<file path="src/rtl/batch_correlator_pkg.sv">
// Shared types and sizing helpers for the batch correlator.
package batch_correlator_pkg;

  // Framing FSM: IDLE waits for sop, BATCH accumulates, DISCARD drops until sop.
  typedef enum logic [1:0] {
    IDLE    = 2'd0,
    BATCH   = 2'd1,
    DISCARD = 2'd2
  } corr_state_t;

  // Result width that holds a full-precision sum of n products without overflow.
  function automatic int acc_width(input int dw, input int cw, input int n);
    return dw + cw + $clog2(n);
  endfunction

  // Address width that never collapses to zero bits for a depth of one.
  function automatic int addr_width(input int n);
    return (n > 1) ? $clog2(n) : 1;
  endfunction

endpackage

</file>
<file path="src/rtl/batch_correlator_coef_ram.sv">
// Coefficient store: one write port, one registered read port.
// A read and a write to the same address in one cycle return the old contents.
module batch_correlator_coef_ram
  import batch_correlator_pkg::*;
#(
  parameter  int DEPTH = 64,
  parameter  int WIDTH = 16,
  localparam int AW    = addr_width(DEPTH)
) (
  input  logic             clk,
  input  logic             wr_en,
  input  logic [AW-1:0]    wr_addr,
  input  logic [WIDTH-1:0] wr_data,
  input  logic [AW-1:0]    rd_addr,
  output logic [WIDTH-1:0] rd_data
);

  logic [WIDTH-1:0] mem_q [DEPTH];
  logic [WIDTH-1:0] rd_data_q;

  // Storage is deliberately not reset; read data is registered every cycle.
  always_ff @(posedge clk) begin
    if (wr_en) mem_q[wr_addr] <= wr_data;
    rd_data_q <= mem_q[rd_addr];
  end

  assign rd_data = rd_data_q;

endmodule

</file>
<file path="src/rtl/batch_correlator.sv">
// Batch correlator: multiplies each sample by the coefficient at its batch
// position and emits one accumulated result per well-framed batch.
//
// Stream semantics (no backpressure): sink_sop/sink_eop/sink_data are only
// meaningful in a cycle where sink_valid=1; gaps of any length are allowed.
// source_valid pulses for one cycle per result; source_sop/source_eop are
// only meaningful while source_valid=1; source_data holds until the next result.
module batch_correlator
  import batch_correlator_pkg::*;
#(
  parameter  int BATCH_SIZE = 64,
  parameter  int RUNS       = 16,
  parameter  int DATA_WIDTH = 16,
  parameter  int COEF_WIDTH = 16,
  localparam int ACC_WIDTH  = acc_width(DATA_WIDTH, COEF_WIDTH, BATCH_SIZE),
  localparam int AW         = addr_width(BATCH_SIZE)
) (
  input  logic                  sink_clk,
  input  logic                  reset,
  input  logic                  coef_wr,
  input  logic [AW-1:0]         coef_addr,
  input  logic [COEF_WIDTH-1:0] coef_data,
  input  logic                  sink_sop,
  input  logic                  sink_eop,
  input  logic                  sink_valid,
  input  logic [DATA_WIDTH-1:0] sink_data,
  output logic                  source_sop,
  output logic                  source_eop,
  output logic                  source_valid,
  output logic [ACC_WIDTH-1:0]  source_data,
  output logic                  error
);

  // idx counts one past the last position so "all positions used, no eop" is visible.
  localparam int IW = AW + 1;
  localparam int NW = addr_width(RUNS);
  localparam int PW = DATA_WIDTH + COEF_WIDTH;
  localparam logic [IW-1:0] LAST_IDX = IW'(BATCH_SIZE - 1);
  localparam logic [IW-1:0] FULL_IDX = IW'(BATCH_SIZE);
  localparam logic [NW-1:0] LAST_CNT = NW'(RUNS - 1);

  corr_state_t state_q, state_d;
  logic [IW-1:0] idx_q, idx_d;
  logic          error_q, error_d;

  // Per-beat decode
  logic          beat_keep, beat_first, beat_last;
  logic [AW-1:0] beat_pos;

  // Pipeline stages
  logic                         s1_valid_q, s1_valid_d, s1_first_q, s1_first_d, s1_last_q, s1_last_d;
  logic [DATA_WIDTH-1:0]        s1_data_q, s1_data_d;
  logic [COEF_WIDTH-1:0]        coef_rd;
  logic                         s2_valid_q, s2_valid_d, s2_first_q, s2_first_d, s2_last_q, s2_last_d;
  logic signed [PW-1:0]         prod_q, prod_d;
  logic signed [ACC_WIDTH-1:0]  prod_ext, acc_sum, acc_q, acc_d;
  logic                         emit;

  // Output stage
  logic                  source_valid_q, source_valid_d;
  logic                  source_sop_q, source_sop_d;
  logic                  source_eop_q, source_eop_d;
  logic [ACC_WIDTH-1:0]  source_data_q, source_data_d;
  logic [NW-1:0]         cnt_q, cnt_d;

  // Framing FSM: decides which beats contribute, which start and which close a batch.
  always_comb begin
    state_d    = state_q;
    idx_d      = idx_q;
    error_d    = error_q;
    beat_keep  = 1'b0;
    beat_first = 1'b0;
    beat_last  = 1'b0;
    beat_pos   = '0;
    if (sink_valid) begin
      if (sink_sop) begin
        // A sop always (re)starts at position 0; mid-batch it also flags an error.
        if (state_q == BATCH) error_d = 1'b1;
        beat_keep  = 1'b1;
        beat_first = 1'b1;
        if (sink_eop) begin
          state_d = IDLE;
          idx_d   = '0;
          if (BATCH_SIZE == 1) begin
            beat_last = 1'b1;
          end else begin
            error_d   = 1'b1;
            beat_keep = 1'b0;
          end
        end else begin
          state_d = BATCH;
          idx_d   = IW'(1);
        end
      end else begin
        case (state_q)
          IDLE: error_d = 1'b1;
          BATCH: begin
            if (idx_q == FULL_IDX) begin
              // Batch overran without eop: abandon it until the next sop.
              error_d = 1'b1;
              state_d = DISCARD;
              idx_d   = '0;
            end else begin
              beat_keep = 1'b1;
              beat_pos  = idx_q[AW-1:0];
              if (sink_eop) begin
                state_d = IDLE;
                idx_d   = '0;
                if (idx_q == LAST_IDX) begin
                  beat_last = 1'b1;
                end else begin
                  error_d   = 1'b1;
                  beat_keep = 1'b0;
                end
              end else begin
                idx_d = idx_q + IW'(1);
              end
            end
          end
          DISCARD: ;
          default: state_d = IDLE;
        endcase
      end
    end
  end

  batch_correlator_coef_ram #(
    .DEPTH (BATCH_SIZE),
    .WIDTH (COEF_WIDTH)
  ) u_coef_ram (
    .clk     (sink_clk),
    .wr_en   (coef_wr),
    .wr_addr (coef_addr),
    .wr_data (coef_data),
    .rd_addr (beat_pos),
    .rd_data (coef_rd)
  );

  // Datapath: S1 capture, S2 multiply, S3 accumulate and present the result.
  always_comb begin
    s1_valid_d = beat_keep;
    s1_first_d = beat_first;
    s1_last_d  = beat_last;
    s1_data_d  = sink_data;
    s2_valid_d = s1_valid_q;
    s2_first_d = s1_first_q;
    s2_last_d  = s1_last_q;
    prod_d     = PW'($signed(s1_data_q)) * PW'($signed(coef_rd));
    prod_ext   = ACC_WIDTH'(prod_q);
    acc_sum    = s2_first_q ? prod_ext : acc_q + prod_ext;
    acc_d      = s2_valid_q ? acc_sum : acc_q;
    emit           = s2_valid_q & s2_last_q;
    source_valid_d = emit;
    source_sop_d   = emit & (cnt_q == '0);
    source_eop_d   = emit & (cnt_q == LAST_CNT);
    source_data_d  = emit ? acc_sum : source_data_q;
    cnt_d          = cnt_q;
    if (emit) cnt_d = (cnt_q == LAST_CNT) ? '0 : cnt_q + NW'(1);
  end

  // All state registers; synchronous active-high reset drops any partial batch.
  always_ff @(posedge sink_clk) begin
    if (reset) begin
      state_q        <= IDLE;
      idx_q          <= '0;
      error_q        <= 1'b0;
      s1_valid_q     <= 1'b0;
      s1_first_q     <= 1'b0;
      s1_last_q      <= 1'b0;
      s1_data_q      <= '0;
      s2_valid_q     <= 1'b0;
      s2_first_q     <= 1'b0;
      s2_last_q      <= 1'b0;
      prod_q         <= '0;
      acc_q          <= '0;
      source_valid_q <= 1'b0;
      source_sop_q   <= 1'b0;
      source_eop_q   <= 1'b0;
      source_data_q  <= '0;
      cnt_q          <= '0;
    end else begin
      state_q        <= state_d;
      idx_q          <= idx_d;
      error_q        <= error_d;
      s1_valid_q     <= s1_valid_d;
      s1_first_q     <= s1_first_d;
      s1_last_q      <= s1_last_d;
      s1_data_q      <= s1_data_d;
      s2_valid_q     <= s2_valid_d;
      s2_first_q     <= s2_first_d;
      s2_last_q      <= s2_last_d;
      prod_q         <= prod_d;
      acc_q          <= acc_d;
      source_valid_q <= source_valid_d;
      source_sop_q   <= source_sop_d;
      source_eop_q   <= source_eop_d;
      source_data_q  <= source_data_d;
      cnt_q          <= cnt_d;
    end
  end

  assign source_valid = source_valid_q;
  assign source_sop   = source_sop_q;
  assign source_eop   = source_eop_q;
  assign source_data  = source_data_q;
  assign error        = error_q;

endmodule

</file>
<file path="config.mk">
export PLATFORM = sky130hd
export DESIGN_NAME = batch_correlator
export DESIGN_NICKNAME = d
export VERILOG_FILES = /design/src/rtl/batch_correlator_pkg.sv /design/src/rtl/batch_correlator_coef_ram.sv /design/src/rtl/batch_correlator.sv
export SDC_FILE = /design/constraint.sdc
export NUM_CORES = 2
export LEC_CHECK = 0
export BUFFER_PORTS_ARGS = -buffer_cell sky130_fd_sc_hd__clkbuf_2
export CAP_MARGIN = 10
export CORE_ASPECT_RATIO = 1.5
export CORE_MARGIN = 4
export CORE_UTILIZATION = 30
export CTS_CLUSTER_DIAMETER = 60
export CTS_CLUSTER_SIZE = 12
export DETAILED_ROUTE_END_ITERATION = 8
export GPL_TIMING_DRIVEN = 0
export PLACE_DENSITY = 0.41
export SKIP_CTS_REPAIR_TIMING = 1
export SLEW_MARGIN = 15
export SYNTH_ARGS = -nofsm -noshare
export SYNTH_HDL_FRONTEND = slang
export SYNTH_SLANG_ARGS = --single-unit
</file>
<file path="constraint.sdc">
create_clock -name sink_clk -period 5.8 [get_ports sink_clk]
set_clock_uncertainty 0.05 [all_clocks]
set_input_delay 1.16 -clock sink_clk [delete_from_list [all_inputs] [get_ports sink_clk]]
set_output_delay 1.16 -clock sink_clk [all_outputs]
set_load 0.005 [all_outputs]
</file>
==> impl_metrics.tcl <==
set metrics [dict create \
    worstSetupStartpointType "flop" \
    cts_tree "built" \
    wirelength_um 239000 \
    dr.max_layer_used "met4" \
    antenna_found_initial 3 \
    finalHoldViolCount 0 \
    period_minus_slack_ps 6300 \
    synth_compound_area_share_pct 10.9 \
    port_buffers 79 \
    synthToLayoutAreaGrowth_pct 17.4 \
    critPathTopFamily "adder cells" \
    ir_drop_uv 305 \
    drc_errors 0 \
    via_per_inst 5.15 \
    setup_viol 10 \
    crit_path_frequent_cell "fa_1" \
    leakage_nw 24.0 \
    crit_fanout 8 \
    p_per_area_mw_per_mm2 326 \
    synth_warnings 0 \
    ys_types 70 \
    fp-row-count 198 \
    rsz0062_at_grt "true" \
    slew_headroom_pct 18.7 \
    place_ws_ps -2020 \
    synth_edf_count 1024 \
    grt_first_pass_wirelength_um 330000 \
    avgSynthCellArea_um2 12.0 \
    cp.arrival_ps 6840 \
    core_area_mm2 0.194 \
    hold_class "reg -> reg" \
    final_area_mm2 0.0690 \
    gp_congestion 0.958 \
    sw_frac_of_total_pct 30.6 \
    yosys-mux-area-fraction_pct 0.362 \
    dr.pass1.iters 7 \
    synthCells 4905 \
    clkLatencyLatePin_ps 760 \
    met1Wirelength_um 86300 \
    grt_pass1_vias 42200 \
    p_int_mw 15.6 \
    dr_wl_met2_um 127000 \
    slew_viol_final 0 \
    status "finished, violations left" \
    htreeDepth 3 \
    die_h_um 550 \
    worst_ep_required_time_ps 6340 \
    slowest_stage "fa_1" \
    pwr-share-seq_pct 42.5 \
    switchingPower_mw 6.88 \
    p_clk_share_pct 32.8 \
    drtIter0Drc 2917 \
    root_buffer "clkbuf_16" \
    yosys.area_share.adder_pct 11.6 \
    routedWlPerCell_um 30.3 \
    end_kind "flop" \
    nets 5667 \
    tightest_slew_ps 1220 \
    placed_area_mm2 0.0641 \
    fmax_ghz 0.159 \
    wl_met3_um 8030 \
    clock-sinks 1187 \
    violations "negative setup slack" \
    worstPathCellList "buf_8 > and2_4 > fa_1 > fa_1 > fa_1 > fa_1 > fa_1 > inv_2 > fa_2 > inv_2 > ha_4 > a21o_1 > a21o_1 > a21oi_2 > o21ai_1 > a21o_1 > a211oi_2 > a21oi_4 > o41ai_4 > xor2_2 > nor2_1" \
    synth-seq-area-share_pct 57.9 \
    synthArstFlopShare_pct 0 \
    yosys.area_share.simple_pct 14.0 \
    cts_made_buffers 119 \
    overflow 0 \
    io-pin-count 86 \
    synthFlopType "edfxtp_1" \
    critPathKind "reg -> reg" \
    synth_top_family_by_area "simple AND/OR/NAND/NOR gates" \
    ant_nets 0 \
    drive_gt1_share_pct 12.5 \
    post-route-period-util_pct 109 \
    die_w_um 369 \
    initial_core_util_pct 30.2 \
    synthesis.nets 5335 \
    syn_area_mm2 0.0588 \
    cts_buffer_depth 3 \
    dp_hpwl_um 180000 \
    stdcell_count 7900 \
    yosys.area_share.xor_xnor_pct 0.820 \
    vias 40600 \
    dp.cells 7653 \
    max_stage_delay_ps 620 \
    path_buf_inv 3 \
    grt_usage_pct 23.1 \
    cap_violations 0 \
    layout_setup_ws_ps -502 \
    tns_ps -2320 \
    die-area_mm2 0.203 \
    ys_ff_latch 1187 \
    p_comb_share_pct 24.7 \
    clk_pin_slew_ps 60 \
    power_mw 22.5 \
    grt_max_degree 47 \
]
==> cell usage after synthesis (all sizes together), types with 29 or more instances <==
| cell | count | share of area, % |
|---|---|---|
| edfxtp | 1024 | 52 |
| nand2 | 648 | 4.1 |
| inv | 332 | 2.1 |
| fa | 263 | 9.0 |
| nand3b | 261 | 3.3 |
| clkbuf | 237 | 1.5 |
| o211ai | 230 | 2.9 |
| nand3 | 222 | 1.9 |
| nor2 | 215 | 1.4 |
| a211oi | 174 | 2.2 |
| a21oi | 170 | 1.4 |
| dfxtp | 163 | 5.6 |
| o21ai | 132 | 1.1 |
| and2 | 127 | 1.4 |
| ha | 123 | 2.6 |
| buf | 96 | 0.82 |
| a31oi | 80 | 0.85 |
| a311oi | 72 | 1.1 |
| and3 | 37 | 0.39 |
| nor2b | 37 | 0.39 |
| xnor2 | 29 | 0.43 |
==> path summary, 6_finish.rpt <==
kind           startpoint    endpoint  slack, ps  depth (start not counted)
min            s1_first_q  s2_first_q        390                          1
max reg2reg  s1_data_q[5]  prod_q[29]       -500                         21
min reg2reg    s1_first_q  s2_first_q        390                          1
max          s1_data_q[5]  prod_q[29]       -500                         21
==> per-stage QoR <==
stage	utilization, %	hold slack [ps]
6_report	35.5	394
5_1_grt	35.5	411
4_1_cts	34.7	399
3_5_place_dp	32.9	378
3_3_place_gp	32.1	367
2_1_floorplan	-	364
==> power groups by stage <==
stage	sequential [mW]	clock [mW]	combinational, mW
final	9.56	7.39	5.56
after global routing	9.57	7.86	6.17
after CTS	9.58	7.56	4.91
after detailed placement	9.76	0	4.88
after global placement	9.78	0	4.81
after floorplan	9.66	0	3.05
==> sequential cells by signal (all words and copies together), names as in the netlist, 2 cells and up <==
signal,count
u_coef_ram.mem_q,1024
acc_q,38
source_data,38
prod_q,32
s1_data_q,16
u_coef_ram.rd_data,16
idx_q,7
cnt_q,4
state_q,2
==> metal layers <==
metal  up-vias  global-route usage, %
met5         -                      0
met4         0                   14.2
met3       449                   2.30
met2      1094                   43.6
met1     20700                   24.7
li1      18400                      -
==> layout by cell type (no fill, tap or decap), types with 21 or more instances in the layout <==
master	n
o211ai_1	230
a21o_1	23
clkbuf_2	66
nand3b_1	261
nor2_2	37
and3_1	37
buf_2	48
clkbuf_1	229
xnor2_1	27
a21oi_1	161
nor2b_1	36
inv_1	322
clkbuf_16	125
a31oi_1	80
dfxtp_4	28
buf_4	82
ha_1	110
fa_2	21
dfxtp_1	132
a211oi_1	163
xor2_1	25
buf_8	41
buf_1	33
fa_1	242
nor2_4	30
o21ai_0	124
nand3_1	220
edfxtp_1	1024
and2_1	124
a311oi_1	68
nor2_1	148
nand2_1	642
==> cell families (layout without fill, tap and decap cells) <==
logic type | count (synthesis) | in the layout
AND/OR/NAND/NOR | 1643 | 1643
XOR/XNOR | 55 | 55
flip-flops | 1187 | 1187
adder cells (fa/ha/maj) | 386 | 386
buffers and inverters | 665 | 1053
multiplexers | 21 | 21
other | 0 | 7
AO/OA/AOI/OAI | 948 | 948
==> layout make-up <==
type	count	area [µm²]
clock inverter	25	287
multi-input combinational	3053	22900
inverter	332	1250
clock buffer	152	3220
tap	2600	3250
buffer	333	1700
timing repair buffer	211	2180
antenna	7	17.5
fill	19200	126000
sequential	1187	34100
No activity file was read; power rests on OpenSTA's default activity.
